--- src/rtl/ysyx_25060170_mem_arb_pkg.sv ---
// ysyx_25060170_mem_arb_pkg: shared widths, FSM states and owner encodings for the memory arbiter.
package ysyx_25060170_mem_arb_pkg;
    localparam int PC_W = 32;
    localparam int XLEN = 32;
    typedef enum logic [1:0] {IDLE, ISSUE, WAIT} arb_state_e;
    localparam logic OWN_IF = 1'b0;
    localparam logic OWN_LS = 1'b1;
endpackage

--- src/rtl/ysyx_25060170_mem_arb_pick.sv ---
// ysyx_25060170_arb_pick: two-way request picker, fixed LS priority or round-robin against the last owner.
module ysyx_25060170_arb_pick
    import ysyx_25060170_mem_arb_pkg::*;
#(
    parameter bit RR_EN = 1'b1
) (
    input  logic       if_req_i,
    input  logic       ls_req_i,
    input  logic       last_owner_i,
    output logic [1:0] gnt_o
);
    // gnt_o[1] = LS, gnt_o[0] = IF; under RR the master that did not own last wins a conflict
    assign gnt_o[1] = ls_req_i & (~if_req_i | ~RR_EN | (last_owner_i == OWN_IF));
    assign gnt_o[0] = if_req_i & ~gnt_o[1];
endmodule

--- src/rtl/ysyx_25060170_mem_arb.sv ---
// ysyx_25060170_mem_arb: shares one memory port between IFU and LSU, one outstanding transaction,
// dropping fetch responses that a flush killed while in flight.
module ysyx_25060170_mem_arb
    import ysyx_25060170_mem_arb_pkg::*;
#(
    parameter int ADDR_W = PC_W,
    parameter int DATA_W = XLEN,
    parameter bit RR_EN  = 1'b1
) (
    input  logic                clk,
    input  logic                rst,
    input  logic                if_req_valid,
    output logic                if_req_ready,
    input  logic [ADDR_W-1:0]   if_req_addr,
    input  logic                if_kill,
    output logic                if_resp_valid,
    output logic [DATA_W-1:0]   if_resp_data,
    input  logic                ls_req_valid,
    output logic                ls_req_ready,
    input  logic [ADDR_W-1:0]   ls_req_addr,
    input  logic                ls_req_wen,
    input  logic [DATA_W-1:0]   ls_req_wdata,
    input  logic [DATA_W/8-1:0] ls_req_wmask,
    output logic                ls_resp_valid,
    output logic [DATA_W-1:0]   ls_resp_data,
    output logic                mem_req_valid,
    input  logic                mem_req_ready,
    output logic [ADDR_W-1:0]   mem_req_addr,
    output logic                mem_req_wen,
    output logic [DATA_W-1:0]   mem_req_wdata,
    output logic [DATA_W/8-1:0] mem_req_wmask,
    input  logic                mem_resp_valid,
    input  logic [DATA_W-1:0]   mem_resp_data,
    output logic                busy,
    output logic                owner
);
    arb_state_e          state_q, state_d;
    logic                owner_q, owner_d, drop_q, drop_d, wen_q, wen_d;
    logic [ADDR_W-1:0]   addr_q, addr_d;
    logic [DATA_W-1:0]   wdata_q, wdata_d;
    logic [DATA_W/8-1:0] wmask_q, wmask_d;
    logic [1:0]          gnt;
    logic                in_idle, kill_own, resp_fire;

    ysyx_25060170_arb_pick #(.RR_EN(RR_EN)) u_pick (
        .if_req_i     (if_req_valid & ~if_kill),
        .ls_req_i     (ls_req_valid),
        .last_owner_i (owner_q),
        .gnt_o        (gnt)
    );

    // readys are gated by rst so nothing is accepted while reset is held
    assign in_idle   = (state_q == IDLE) & ~rst;
    assign kill_own  = if_kill & (owner_q == OWN_IF) & (state_q != IDLE);
    assign resp_fire = (state_q == WAIT) & mem_resp_valid;

    always_comb begin
        state_d = state_q;
        owner_d = owner_q;
        drop_d  = drop_q | kill_own;
        addr_d  = addr_q;
        wen_d   = wen_q;
        wdata_d = wdata_q;
        wmask_d = wmask_q;
        if (in_idle && (|gnt)) begin
            state_d = ISSUE;
            owner_d = gnt[1];
            addr_d  = gnt[1] ? ls_req_addr : if_req_addr;
            wen_d   = gnt[1] & ls_req_wen;
            wdata_d = gnt[1] ? ls_req_wdata : '0;
            wmask_d = gnt[1] ? ls_req_wmask : '0;
        end else if (state_q == ISSUE && mem_req_ready) begin
            state_d = WAIT;
        end else if (resp_fire) begin
            state_d = IDLE;
            drop_d  = 1'b0;
        end
    end

    always_ff @(posedge clk or posedge rst) begin
        if (rst) begin
            state_q <= IDLE;
            owner_q <= OWN_IF;
            drop_q  <= 1'b0;
            addr_q  <= '0;
            wen_q   <= 1'b0;
            wdata_q <= '0;
            wmask_q <= '0;
        end else begin
            state_q <= state_d;
            owner_q <= owner_d;
            drop_q  <= drop_d;
            addr_q  <= addr_d;
            wen_q   <= wen_d;
            wdata_q <= wdata_d;
            wmask_q <= wmask_d;
        end
    end

    assign if_req_ready  = in_idle & gnt[0];
    assign ls_req_ready  = in_idle & gnt[1];
    // a kill arriving in the same cycle as the response also suppresses it
    assign if_resp_valid = resp_fire & (owner_q == OWN_IF) & ~drop_q & ~if_kill;
    assign ls_resp_valid = resp_fire & (owner_q == OWN_LS);
    assign if_resp_data  = if_resp_valid ? mem_resp_data : '0;
    assign ls_resp_data  = ls_resp_valid ? mem_resp_data : '0;
    assign mem_req_valid = (state_q == ISSUE);
    assign mem_req_addr  = addr_q;
    assign mem_req_wen   = wen_q;
    assign mem_req_wdata = wdata_q;
    assign mem_req_wmask = wmask_q;
    assign busy          = (state_q != IDLE);
    assign owner         = owner_q;

    assert property (@(posedge clk) disable iff (rst) !(state_q == ISSUE && mem_resp_valid));
endmodule

--- config.mk ---
export PLATFORM = sky130hd
export DESIGN_NAME = ysyx_25060170_mem_arb
export DESIGN_NICKNAME = d
export VERILOG_FILES = /design/src/rtl/ysyx_25060170_mem_arb_pkg.sv /design/src/rtl/ysyx_25060170_mem_arb_pick.sv /design/src/rtl/ysyx_25060170_mem_arb.sv
export SDC_FILE = /design/constraint.sdc
export NUM_CORES = 1
export LEC_CHECK = 0
export BUFFER_PORTS_ARGS = -buffer_cell sky130_fd_sc_hd__buf_4
export CORE_AREA = 2 2 108 110
export DETAILED_ROUTE_END_ITERATION = 12
export DIE_AREA = 0 0 110 112
export MAX_ROUTING_LAYER = met4
export PLACE_DENSITY_LB_ADDON = 0.2
export SYNTH_ARGS = -nofsm -noshare
export SYNTH_HDL_FRONTEND = slang
export SYNTH_SLANG_ARGS = --single-unit
--- constraint.sdc ---
create_clock -name clk -period 2.6 [get_ports clk]
set_input_delay 0.39 -clock clk [delete_from_list [all_inputs] [get_ports clk]]
set_output_delay 0.39 -clock clk [all_outputs]
set_load 0.05 [all_outputs]
==> results.sh <==
export IMPL_status="completed"
export IMPL_rrSetupSlack_ps=650
export IMPL_start_util_pct=35.02
export IMPL_ff_latch_area_mm2=0.001827
export IMPL_grt_pass1_wl_um=20600
export IMPL_worstSkewPairLatency_ps=330
export IMPL_slew_viol_final=0
export IMPL_antenna_left=0
export IMPL_dieArea_mm2=0.01232
export IMPL_yosysUniqueCellTypes=23
export IMPL_cts_root_buffer_cell="clkbuf_16"
export IMPL_fin_nets=805
export IMPL_vias_per_cell=5.055
export IMPL_syn_area_per_cell_um2=9.736
export IMPL_async_reset_ff_share_pct=100.0
export IMPL_pwr_share_comb_pct=57.6
export IMPL_setup_viol=0
export IMPL_syn_nets=542
export IMPL_cpMaxStageDelayCell="or3_1"
export IMPL_switching_power_w=0.003724
export IMPL_cts_resized=0
export IMPL_holdWs_ps=132.1
export IMPL_drive_above_1_share_pct=46.87
export IMPL_die_width_um=110
export IMPL_ir_drop_uv=643.9
export IMPL_gr_usage_all_layers_pct=22.15
export IMPL_cp_common_cell="buf_4"
export IMPL_switching_share_pct=49.57
export IMPL_rsz0062_at_grt="false"
export IMPL_place_detailed_hpwl_um=10050
export IMPL_crit_arrival_ps=1890
export IMPL_path_cells="or3_1 -> buf_4 -> a211oi_2 -> buf_4"
export IMPL_synth_most_common_cell="and2_1"
export IMPL_post_cts_buffers=0
export IMPL_critPathRequiredTime_ps=2210
export IMPL_crit_path_max_incr_delay_ps=450
export IMPL_portBuffers=279
export IMPL_p_int_w=0.003789
export IMPL_synth_seq_area_share_pct=46.68
export IMPL_drv_cap=0
export IMPL_finalSetupTns_ps=0
export IMPL_synth_main_ff_cell="dfrtp_1"
export IMPL_synth_cells=402
export IMPL_synth_top_area_share_pct=46.68
export IMPL_antenna_found_initial=0
export IMPL_hold_violations=0
export IMPL_max_freq_mhz=439.4
export IMPL_yosysWarningCount=0
export IMPL_routedWlPerCell_um=16.78
export IMPL_numCtsBuffers=9
export IMPL_worst_slew_pin_slew_ps=624.6
export IMPL_postCtsHoldBufs=0
export IMPL_ys_ff_latch=73
export IMPL_clk_pin_slew_ps=60
export IMPL_ys_top_cells_by_count="and2_1 (96), dfrtp_1 (73), a22o_1 (37), inv_1 (37), o21ai_0 (36)"
export IMPL_drc=0
export IMPL_synth_top_area_cell="dfrtp_1"
export IMPL_worstSetupPathType="reg2out"
export IMPL_cp_start_kind="flop"
export IMPL_skew_ps=6.925
export IMPL_first_pass_iters=5
export IMPL_synth_area_top_cells="dfrtp_1 (47%), and2_1 (15%), a22o_1 (8.3%)"
export IMPL_tritoncts="built"
export IMPL_placementRows=39
export IMPL_num_io_pins=280
export IMPL_worstSetupEndpointType="primary output"
export IMPL_area_delta_synth_final_pct=64.16
export IMPL_diodes=0
export IMPL_grt_max_degree=65
export IMPL_grt_pass1_vias=4106
export IMPL_globalplace_congestion=0.8325
export IMPL_cts_sinks=73
export IMPL_pwr_share_clk_pct=16.2
export IMPL_final_min_clock_period_ps=2276
export IMPL_crit_path_max_fanout=19
export IMPL_relSlewSlack_pct=58.31
export IMPL_cellPowerDensity_mw_per_mm2=1169
export IMPL_route_vias_total=4110
export IMPL_fillers=994
export IMPL_grt_overflow_total=0
export IMPL_min_path_type="in2async"
export IMPL_fin_crit_sh_pct=87.53
export IMPL_syn_area_mm2=0.003914
export IMPL_htreeDepth=3
export IMPL_synth_edf_count=0
export IMPL_multi_input_area_mm2=0.001750
export IMPL_core_area_mm2=0.01117
export IMPL_drtIter0Drc=288
export IMPL_clockBufferDepth=2
export IMPL_drt_wl_total_um=13640
export IMPL_leakage_nw=3.319
export IMPL_sequentialPowerShare_pct=26.2
export IMPL_die_y_um=112
worst paths after layout:
path | from | end | cells after the start
min in group clk | mem_resp_valid | state_q[1] | 2
setup reg to reg | state_q[1] | mem_req_wdata[2] | 5
hold / removal | rst | state_q[0] | 2
max in group asynchronous | rst | mem_req_wdata[17] | 3
setup / recovery | state_q[1] | if_req_ready | 4
hold reg to reg | mem_req_wdata[8] | mem_req_wdata[8] | 1
sequential cells by signal, summed over array words and instances, names as in the netlist:
signal         cells
mem_req_addr      32
mem_req_wdata     32
mem_req_wmask      4
state_q            2
drop_q             1
mem_req_wen        1
owner              1
layer usage:
metal	track usage, %	vias up	part of all wire, %
met5	-	-	0
met4	6.920	0	1.4
met3	3.864	13	7.1
met2	36.40	183	51
met1	27.49	1966	41
li1	-	1948	-
cell usage in the layout, fill, tap and decap left out, types with 2 or more instances in the layout:
master      netlist  final
a21oi_1           2      2
o21ai_0          36     36
buf_12            0      2
a22oi_1          32     32
nor2_1            2      2
clkinvlp_4        0      2
nand3b_1          2      2
dfrtp_1          73     73
clkbuf_16         0      9
nand2_1           2      2
a22o_1           37     37
a221oi_1         32     32
buf_4             2    292
clkinv_2          0      2
and2_1           96     96
inv_1            37     36
critical path, delay by kind of cell, from the launching register on:
| kind | cells | cell delay, ps |
|---|---|---|
| compound gates | 1 | 170 |
| flops | 1 | 440 |
| buf+inv | 2 | 490 |
| simple gates | 1 | 450 |
cells by family (layout without fill, tap and decap cells):
family	after synthesis	in the layout	synth area share, %
buf+inv	79	347	9.079
simple gates	108	108	17.23
flops	73	73	46.68
compound gates	142	142	27.01
per-stage QoR:
stage                     area, um2  util (%)  worst slack [ps]  total power, W  std cells
after floorplan                3920         -             38.22        0.004903        402
after global placement         6128     54.84             671.2        0.006263        797
after detailed placement       6128     54.84             633.3        0.006322        797
after CTS                      6425     57.50             308.4        0.007572        813
after global routing           6425     57.50             227.6        0.007871        813
final                          6425     57.50             324.2        0.007513        813
area by class of cell:
type | instances | area share, %
inverter | 37 | 2.181
timing repair buffer | 294 | 34.74
multi-input combinational | 250 | 27.24
tap | 143 | 2.785
sequential | 73 | 28.43
clock inverter | 6 | 1.052
clock buffer | 10 | 3.564
power groups by stage:
| stage | combinational, W | clock, W | sequential [W] |
|---|---|---|---|
| after floorplan | 0.00130 | 0 | 0.00360 |
| after global placement | 0.00429 | 0 | 0.00198 |
| after detailed placement | 0.00434 | 0 | 0.00198 |
| after CTS | 0.00435 | 0.00125 | 0.00197 |
| after global routing | 0.00455 | 0.00129 | 0.00203 |
| final | 0.00433 | 0.00122 | 0.00197 |
Note: power is estimated with default switching activity, not from simulation.
